File: src/rtl/uart_pkg.sv
// Shared types for the serial word receiver.
//   rx_state_t : byte-receiver FSM states
//   byte_t     : one received data byte
package uart_pkg;

    typedef enum logic [2:0] {
        IDLE,
        START,
        DATA,
        STOP,
        WAIT_HIGH
    } rx_state_t;

    typedef logic [7:0] byte_t;

endpackage

File: src/rtl/uart_rx_byte.sv
// 8N1 byte receiver: 2-FF synchronizer, byte FSM, bit/cycle counters.
// Ports:
//   i_clk, i_rst   : clock, synchronous active-high reset
//   i_rx           : asynchronous serial input, idles high
//   o_byte         : assembled byte, valid while o_byte_ok is high
//   o_byte_ok      : combinational pulse in the cycle the good stop bit is sampled
//   o_frame_err    : combinational pulse in the cycle a bad stop bit is sampled
//   o_idle         : FSM is in IDLE
//   o_start        : FSM is in IDLE and sees a start edge this cycle
//
// state     | meaning
// ----------+---------------------------------------------------
// IDLE      | line high, waiting for a falling edge
// START     | confirming start bit at its midpoint
// DATA      | sampling 8 data bits at bit centres, LSB first
// STOP      | sampling stop bit; accept byte or flag framing error
// WAIT_HIGH | after a framing error, wait for line to return high
module uart_rx_byte
    import uart_pkg::*;
#(
    parameter int CLKS_PER_BIT = 104
) (
    input  logic  i_clk,
    input  logic  i_rst,
    input  logic  i_rx,
    output byte_t o_byte,
    output logic  o_byte_ok,
    output logic  o_frame_err,
    output logic  o_idle,
    output logic  o_start
);

    localparam int CNT_W = $clog2(CLKS_PER_BIT);
    localparam logic [CNT_W-1:0] HALF_M1 = CNT_W'(CLKS_PER_BIT / 2 - 1);
    localparam logic [CNT_W-1:0] FULL_M1 = CNT_W'(CLKS_PER_BIT - 1);

    logic [1:0]       r_sync;
    rx_state_t        r_state;
    logic [CNT_W-1:0] r_cnt;
    logic [2:0]       r_bit_idx;
    byte_t            r_shift;

    logic             w_rxs;
    rx_state_t        w_state_nxt;
    logic [CNT_W-1:0] w_cnt_nxt;
    logic [2:0]       w_bit_idx_nxt;
    byte_t            w_shift_nxt;
    logic             w_byte_ok;
    logic             w_frame_err;

    assign w_rxs = r_sync[1];

    always_ff @(posedge i_clk) begin
        if (i_rst) begin
            r_sync    <= 2'b11;
            r_state   <= IDLE;
            r_cnt     <= '0;
            r_bit_idx <= '0;
            r_shift   <= '0;
        end else begin
            r_sync    <= {r_sync[0], i_rx};
            r_state   <= w_state_nxt;
            r_cnt     <= w_cnt_nxt;
            r_bit_idx <= w_bit_idx_nxt;
            r_shift   <= w_shift_nxt;
        end
    end

    always_comb begin
        w_state_nxt   = r_state;
        w_cnt_nxt     = r_cnt + CNT_W'(1);
        w_bit_idx_nxt = r_bit_idx;
        w_shift_nxt   = r_shift;
        w_byte_ok     = 1'b0;
        w_frame_err   = 1'b0;

        case (r_state)
            IDLE: begin
                if (!w_rxs) w_state_nxt = START;
            end
            START: begin
                if (r_cnt == HALF_M1) begin
                    w_bit_idx_nxt = '0;
                    w_state_nxt   = w_rxs ? IDLE : DATA;
                end
            end
            DATA: begin
                if (r_cnt == FULL_M1) begin
                    w_cnt_nxt     = '0;
                    w_shift_nxt   = {w_rxs, r_shift[7:1]};
                    w_bit_idx_nxt = r_bit_idx + 3'd1;
                    if (r_bit_idx == 3'd7) w_state_nxt = STOP;
                end
            end
            STOP: begin
                if (r_cnt == FULL_M1) begin
                    if (w_rxs) begin
                        w_byte_ok   = 1'b1;
                        w_state_nxt = IDLE;
                    end else begin
                        w_frame_err = 1'b1;
                        w_state_nxt = WAIT_HIGH;
                    end
                end
            end
            WAIT_HIGH: begin
                if (w_rxs) w_state_nxt = IDLE;
            end
            default: w_state_nxt = IDLE;
        endcase

        // Counter restarts on every state change; IDLE and WAIT_HIGH don't time anything.
        if (w_state_nxt != r_state || r_state == IDLE || r_state == WAIT_HIGH) begin
            w_cnt_nxt = '0;
        end
    end

    assign o_byte      = r_shift;
    assign o_byte_ok   = w_byte_ok;
    assign o_frame_err = w_frame_err;
    assign o_idle      = (r_state == IDLE);
    assign o_start     = (r_state == IDLE) && !w_rxs;

endmodule

File: src/rtl/uart_word_rx.sv
// Assembles pairs of received serial bytes into a 16-bit display word.
// A lone high byte is dropped after TIMEOUT_BITS idle bit-times.
// Ports:
//   i_clk, i_rst   : clock, synchronous active-high reset
//   i_rx           : asynchronous serial input, idles high
//   o_word         : last assembled word, first byte in [15:8]; INIT_WORD after reset
//   o_word_valid   : one-cycle pulse when o_word updates
//   o_frame_err    : one-cycle pulse on a bad stop bit
module uart_word_rx
    import uart_pkg::*;
#(
    parameter int          CLK_HZ       = 12_000_000,
    parameter int          BAUD         = 115_200,
    parameter int          CLKS_PER_BIT = CLK_HZ / BAUD,
    parameter int          TIMEOUT_BITS = 20,
    parameter logic [15:0] INIT_WORD    = 16'hC931
) (
    input  logic        i_clk,
    input  logic        i_rst,
    input  logic        i_rx,
    output logic [15:0] o_word,
    output logic        o_word_valid,
    output logic        o_frame_err
);

    localparam int TO_CYC = TIMEOUT_BITS * CLKS_PER_BIT;
    localparam int TCNT_W = $clog2(TO_CYC);
    localparam logic [TCNT_W-1:0] TO_M1 = TCNT_W'(TO_CYC - 1);

    byte_t             w_byte;
    logic              w_byte_ok;
    logic              w_frame_err;
    logic              w_idle;
    logic              w_start;

    logic              r_phase;
    byte_t             r_hi;
    logic [TCNT_W-1:0] r_tcnt;
    logic [15:0]       r_word;
    logic              r_word_valid;
    logic              r_frame_err;

    uart_rx_byte #(
        .CLKS_PER_BIT (CLKS_PER_BIT)
    ) u_rx_byte (
        .i_clk       (i_clk),
        .i_rst       (i_rst),
        .i_rx        (i_rx),
        .o_byte      (w_byte),
        .o_byte_ok   (w_byte_ok),
        .o_frame_err (w_frame_err),
        .o_idle      (w_idle),
        .o_start     (w_start)
    );

    always_ff @(posedge i_clk) begin
        if (i_rst) begin
            r_phase      <= 1'b0;
            r_hi         <= '0;
            r_tcnt       <= '0;
            r_word       <= INIT_WORD;
            r_word_valid <= 1'b0;
            r_frame_err  <= 1'b0;
        end else begin
            r_word_valid <= 1'b0;
            r_frame_err  <= w_frame_err;
            if (w_byte_ok) begin
                r_tcnt <= '0;
                if (!r_phase) begin
                    r_hi    <= w_byte;
                    r_phase <= 1'b1;
                end else begin
                    r_word       <= {r_hi, w_byte};
                    r_word_valid <= 1'b1;
                    r_phase      <= 1'b0;
                end
            end else if (w_frame_err) begin
                r_tcnt  <= '0;
                r_phase <= 1'b0;
            end else if (w_idle && r_phase) begin
                if (r_tcnt == TO_M1) begin
                    r_tcnt <= '0;
                    // A start edge in the expiry cycle keeps the pending high byte.
                    if (!w_start) r_phase <= 1'b0;
                end else begin
                    r_tcnt <= r_tcnt + TCNT_W'(1);
                end
            end else begin
                r_tcnt <= '0;
            end
        end
    end

    assign o_word       = r_word;
    assign o_word_valid = r_word_valid;
    assign o_frame_err  = r_frame_err;

endmodule

File: config.mk
export PLATFORM = sky130hd
export DESIGN_NAME = uart_word_rx
export DESIGN_NICKNAME = d
export VERILOG_FILES = /design/src/rtl/uart_pkg.sv /design/src/rtl/uart_rx_byte.sv /design/src/rtl/uart_word_rx.sv
export SDC_FILE = /design/constraint.sdc
export NUM_CORES = 1
export LEC_CHECK = 0
export ABC_AREA = 1
export ABC_CLOCK_PERIOD_IN_PS = 4100
export BUFFER_PORTS_ARGS = -buffer_cell sky130_fd_sc_hd__buf_2
export CELL_PAD_IN_SITES_DETAIL_PLACEMENT = 1
export CELL_PAD_IN_SITES_GLOBAL_PLACEMENT = 1
export CORE_AREA = 2 2 78 80
export CTS_CLUSTER_DIAMETER = 200
export CTS_CLUSTER_SIZE = 25
export DETAILED_ROUTE_END_ITERATION = 8
export DIE_AREA = 0 0 80 82
export PLACE_DENSITY = 0.84
export SLEW_MARGIN = 20
export SYNTH_ARGS = -nofsm -noshare
export SYNTH_HDL_FRONTEND = slang
export SYNTH_SLANG_ARGS = --single-unit
File: constraint.sdc
create_clock -name i_clk -period 4.1 [get_ports i_clk]
set_clock_uncertainty 0.1 [all_clocks]
set_input_delay 0.41 -clock i_clk [delete_from_list [all_inputs] [get_ports i_clk]]
set_output_delay 0.41 -clock i_clk [all_outputs]
set_load 0.02 [all_outputs]
After elaboration in Yosys (flattened, before gate mapping). Index checks and enable logic that the tools add are counted.

Div/mod/pow operators: 0. Magnitude comparators: 0. Bitwise gates (word level): 3. Multiplexer cells: 27. Eq/ne operators: 12. Multiply operators: 0. Add/subtract/negate cells: 3. Shift operators: 0. Reduce and logical (&&, ||, !) cells: 17.

Operators by type and width (number): 3-bit 2-to-1 mux (9); 3-bit one-hot mux with 5 select lines (1); 7-bit 2-to-1 mux (2); 1-bit 2-to-1 mux (13); 12-bit by 1-bit adder with 12-bit output, second input constant (1); 12-bit equality test, second input constant (1); 7-bit by 1-bit adder with 7-bit output, second input constant (1); 7-bit by 6-bit equality test with 1-bit output, second input constant (1); 7-bit equality test, second input constant (1); 3-bit by 2-bit equality test with 1-bit output, second input constant (2); 3-bit equality test, second input constant (2); 3-bit one-hot mux with 2 select lines (1); 2-bit AND reduction (3); 3-bit AND reduction (2); 3-bit nonzero test (2); 5-bit OR reduction (1); 2-bit by 1-bit != test with 1-bit output, second input constant (2); 2-bit OR reduction (2); 3-bit by 1-bit adder with 3-bit output, second input constant (1); 3-bit by 1-bit equality test with 1-bit output, second input constant (1); 3-bit zero test (1); 3-bit by 2-bit != test with 1-bit output, second input constant (1); 3-bit != test (1); 1-bit inverter (3); 5 further kinds (7).

Memory bits (read-only): 0. Memories kept: 0. RAM bits: 0. Bits in registers: 62. Latch bits: 0. Output and inout port bits: 18. Input bits: 3. Word-level logic and storage cells: 73.

Logic depth before layout (Yosys ltp).
Depth in word-level cells: 8. Depth in mapped cells: 10. Gate-level depth less buffers: 10.

Cells and area by module. From an unflattened synthesis, not the netlist that was laid out.

Cell total of the unflattened synthesis: 336. Area, all modules: 2595.0 um^2.

By module, submodules not included: uart_word_rx (seq. area each 780.7 um^2, cells each 192, area each 1491.4 um^2, times used 1); uart_rx_byte (seq. area each 460.4 um^2, cells each 144, area each 1103.6 um^2, times used 1).

Least setup slack after synthesis. OpenSTA, ideal clock, no wires.

Path kind: register to register. Start point: reg u_rx_byte.r_cnt[0]. End point: reg u_rx_byte.r_cnt[6]. Data required time: 3873 ps. Cell stages (with the launch flop): 10. Library setup time: 127 ps. Arrival: 1364 ps. Period minus slack after synthesis: 1590 ps. Path slack: 2510 ps. Buffers on the path: 1. Cells stage by stage: dfxtp_1 -> ha_1 -> nand2_2 -> nor2_2 -> nand2_1 -> nor2_2 -> buf_6 -> inv_2 -> o311ai_0 -> nor2_1.

Cells in the longest elaborated chain, start to end: 7. Elaborated cells on any way between the ends: 13. Classes of those cells: add/sub: 1; eq/ne: 3; mux: 6; reduce/logical: 3.

Ends and longest elaborated chain: start: declaration (line uart_rx_byte.sv:39) `logic [CNT_W-1:0] r_cnt;`; start signal: assignment (line uart_rx_byte.sv:63) `r_cnt <= w_cnt_nxt;`; 7-bit equality test / 7-bit by 6-bit equality test with 1-bit output (equally long branches) (line uart_rx_byte.sv:88, uart_rx_byte.sv:96, uart_rx_byte.sv:82); 3-bit 2-to-1 mux (on tied branches) (line uart_rx_byte.sv:96, uart_rx_byte.sv:88, uart_rx_byte.sv:82); 3-bit one-hot mux with 5 select lines (line uart_rx_byte.sv:77) `case (r_state)`; 3-bit != test (line uart_rx_byte.sv:113) `if (w_state_nxt != r_state || r_state == IDLE || r_state == WAIT_HIGH) begin`; 1-bit logical OR (2 in a row) (line uart_rx_byte.sv:113); 2-bit OR reduction (no source line).

Several ways; a longest one is shown, not always the timed one. A chain may end at the register's enable or synchronous reset.

Final worst setup path.
Start point: reg u_rx_byte.r_cnt[0]. End point: reg u_rx_byte.r_bit_idx[2].

Cells in the longest elaborated chain, start to end: 3. Elaborated cells on any way between the ends: 5. Classes of those cells: eq/ne: 4; reduce/logical: 1.

Ends and longest elaborated chain: 7-bit equality test / 7-bit by 6-bit equality test with 1-bit output (equally long branches) (line uart_rx_byte.sv:88, uart_rx_byte.sv:82); 2-bit by 1-bit != test with 1-bit output (no source line); 3-bit AND reduction (no source line) *; end signal: assignment (line uart_rx_byte.sv:64) `r_bit_idx <= w_bit_idx_nxt;`; end: declaration (line uart_rx_byte.sv:40) `logic [2:0] r_bit_idx;`.

Mark *: on every way between the ends. The rest lies on a longest branch, timed or not.

==> qor.yml <==
min_period_over_period: 0.493
worstRegToRegCells: 9
peakVddDrop_v: 0.000199
cts_buffer_depth: 2
htreeDepth: 3
synth_nets: 334
hold_path_class: "input port to flip-flop"
timing.fmax_ghz: 0.495
numCtsBuffers: 9
wl_um: 6000
tightest_slew_ps: 472
synth_top_flop_cell: "dfxtp_1"
synth_cell_types: 35
reg2reg_from: "u_rx_byte.r_cnt[0]$_SDFF_PP0_"
vias_per_cell: 5.17
cp.required_ps: 4270
wl_per_cell_um: 14.0
track_usage: 0.200
synthTopCellsByCount: "62 x dfxtp_1, 49 x nor2_1, 44 x inv_1"
finalHoldWorstSlack_ps: 161
slew_viol_final: 0
antenna_found_initial: 0
startpoint: "u_rx_byte.r_cnt[0]$_SDFF_PP0_"
rsz0062_at_grt: "no"
clock-root-buffer: "clkbuf_8"
dr.pass1.iters: 4
crit_path_end_kind: "flip-flop"
synth.top_cells.by_area: "dfxtp_1 47%, nor2_1 7.0%, inv_1 6.3%"
highest_layer: "met4"
grt_max_degree: 37
synthArstFlopShare: 0
die_x_um: 80
hold_viol_final: 0
worst-r2r-setup-slack_ps: 2080
fin_nets: 355
crit_fanout: 11
sw_frac_of_total: 0.218
power.internal_w: 0.000952
holdPathStages: 2
synth_largest_area_cell: "dfxtp_1"
wirelength_met1_um: 2690
critPathKind: "flip-flop to flip-flop"
area_growth_pct: 12.7
synth_top_area_frac: 0.474
combPwrFrac: 0.018
wl_met3_um: 185
place_congestion: 0.824
avgSynthCellArea_um2: 8.00
worstHoldEndpoint: "u_rx_byte.r_sync[0]$_SDFF_PP1_"
yosysWarnings: 0
r2r-end: "u_rx_byte.r_bit_idx[2]$_SDFFE_PP0P_"
met2_length_um: 3020
maxCapViolations: 0
insertion_delay_ps: 340
setup_viol: 0
totalPowerFinal_w: 0.00122
ant_nets: 0
slew_headroom: 0.684
via_count: 2211
core-area_um2: 5750
hold_start: "i_rx"
synth-edff-count: 0
drt_iter0_drc: 68
post-synth-top-count-cell: "dfxtp_1"
syn_area_um2: 2620
path_clk_slew_ps: 70
syn_inst: 327
n_fill_cell: 723
grt_pass1_vias: 2136
diodes: 0
critPathLaunchType: "flip-flop"
grt_pass1_wl_um: 9950
p_per_area_nw_per_um2: 413
seq_power_share: 0.498
rows: 28
io_buffer_count: 20
start_util: 0.455
seq_area_frac_synth: 0.474
power_switching_w: 0.000265
cts_tree: "done"
arrival_ps: 2190
drc: 0
fin_setup_tns_ps: 0
postCtsHoldBufs: 0
status: "complete, no violations"
hpwl_um: 3980
finalCriticalPeriod_ps: 2020
die_y_um: 82
grt_overflow: 0
ys_seq_elements: 62
drive_above_1_share: 0.178
clock_power_share: 0.484
die_area_um2: 6560
power_leakage_nw: 1.21
cts_resized: 0
io_pins: 21
cts_sinks: 62
post-route-util: 0.513
post_cts_buffers: 0
power by group through the flow:
stage | clock [W] | combinational (W) | sequential (W)
5_1_grt | 0.000632 | 0.0000248 | 0.000606
2_1_floorplan | 0 | 0.0000181 | 0.000619
3_3_place_gp | 0 | 0.0000212 | 0.000620
3_5_place_dp | 0 | 0.0000216 | 0.000620
6_report | 0.000589 | 0.0000219 | 0.000606
4_1_cts | 0.000599 | 0.0000221 | 0.000606
registers in the layout (all words and copies together), names as in the netlist:
name / count
u_rx_byte.o_byte: 8
u_rx_byte.r_cnt: 7
r_tcnt: 12
o_word: 16
u_rx_byte.r_state: 3
r_phase: 1
u_rx_byte.r_bit_idx: 3
r_hi: 8
u_rx_byte.r_sync: 2
o_word_valid: 1
o_frame_err: 1
worst max-delay path, stage by stage, from the launching register on:
cell and delay (ps):
dfxtp_1 370, ha_1 270, nand2_2 90, nor2_2 140
nand2_1 140, nor2_2 370, nor2_1 150, inv_1 120
nand3_1 80, a21oi_1 120
kinds of logic (layout without fill, tap and decap cells):
family          count (synthesis)  after routing  synth area share
compound gates                 67             67             0.154
xor+xnor                        5              5            0.0167
fa+ha+maj                       4              4            0.0191
buf+inv                        57             83            0.0980
flops                          62             62             0.474
simple gates                  132            132             0.238
per-stage QoR:
stage,instances,cell area (µm²),setup slack (ps)
4_1_cts,428,2950,2070
5_1_grt,428,2950,1890
3_3_place_gp,412,2740,2150
2_1_floorplan,327,2620,2510
3_5_place_dp,412,2740,2110
6_report,428,2950,2080
worst max path at each step:
stage               slack (ps)                                   to
global placement          2150               o_word[2]$_SDFFE_PP0P_
floorplan                 2510        u_rx_byte.r_cnt[6]$_SDFF_PP0_
global route              1890  u_rx_byte.r_bit_idx[0]$_SDFFE_PP0P_
CTS                       2070  u_rx_byte.r_bit_idx[2]$_SDFFE_PP0P_
finish                    2080  u_rx_byte.r_bit_idx[2]$_SDFFE_PP0P_
detailed placement        2110                 r_tcnt[8]$_SDFF_PP0_
cell type report:
| type | count | area [µm²] | share of cell area |
|---|---|---|---|
| clock buffer | 10 | 128 | 0.0433 |
| clock inverter | 6 | 86.3 | 0.0293 |
| inverter | 46 | 174 | 0.0590 |
| multi-input combinational | 208 | 1120 | 0.379 |
| sequential | 62 | 1240 | 0.421 |
| tap | 75 | 93.8 | 0.0318 |
| timing repair buffer | 21 | 108 | 0.0365 |
routing by layer:
metal	GRT usage	vias up
li1	-	1107
met1	0.238	1067
met2	0.335	26
met3	0.0670	11
met4	0.0763	0
met5	0	-
cell usage in the layout, fill, tap and decap left out, types with 2 or more instances in the layout:
master / Yosys / routed
nand2_2: 3 / 3
dfxtp_1: 62 / 62
nor2_1: 49 / 49
a21oi_2: 2 / 2
o21ai_1: 6 / 6
o21ai_0: 19 / 19
o211ai_1: 2 / 2
clkbuf_8: 0 / 9
xnor2_1: 2 / 2
nand4_1: 7 / 7
inv_1: 44 / 44
nor3_1: 7 / 7
nand2_1: 31 / 31
nand3_4: 2 / 2
clkinv_2: 1 / 3
buf_2: 3 / 20
nand3_1: 21 / 21
or2_2: 5 / 5
xor2_1: 3 / 3
a21oi_1: 26 / 26
o211ai_2: 4 / 4
ha_1: 4 / 4
o21ai_2: 4 / 4
bufinv_16: 0 / 2
nor2_2: 3 / 3
Note: power is estimated with default switching activity, not from simulation.
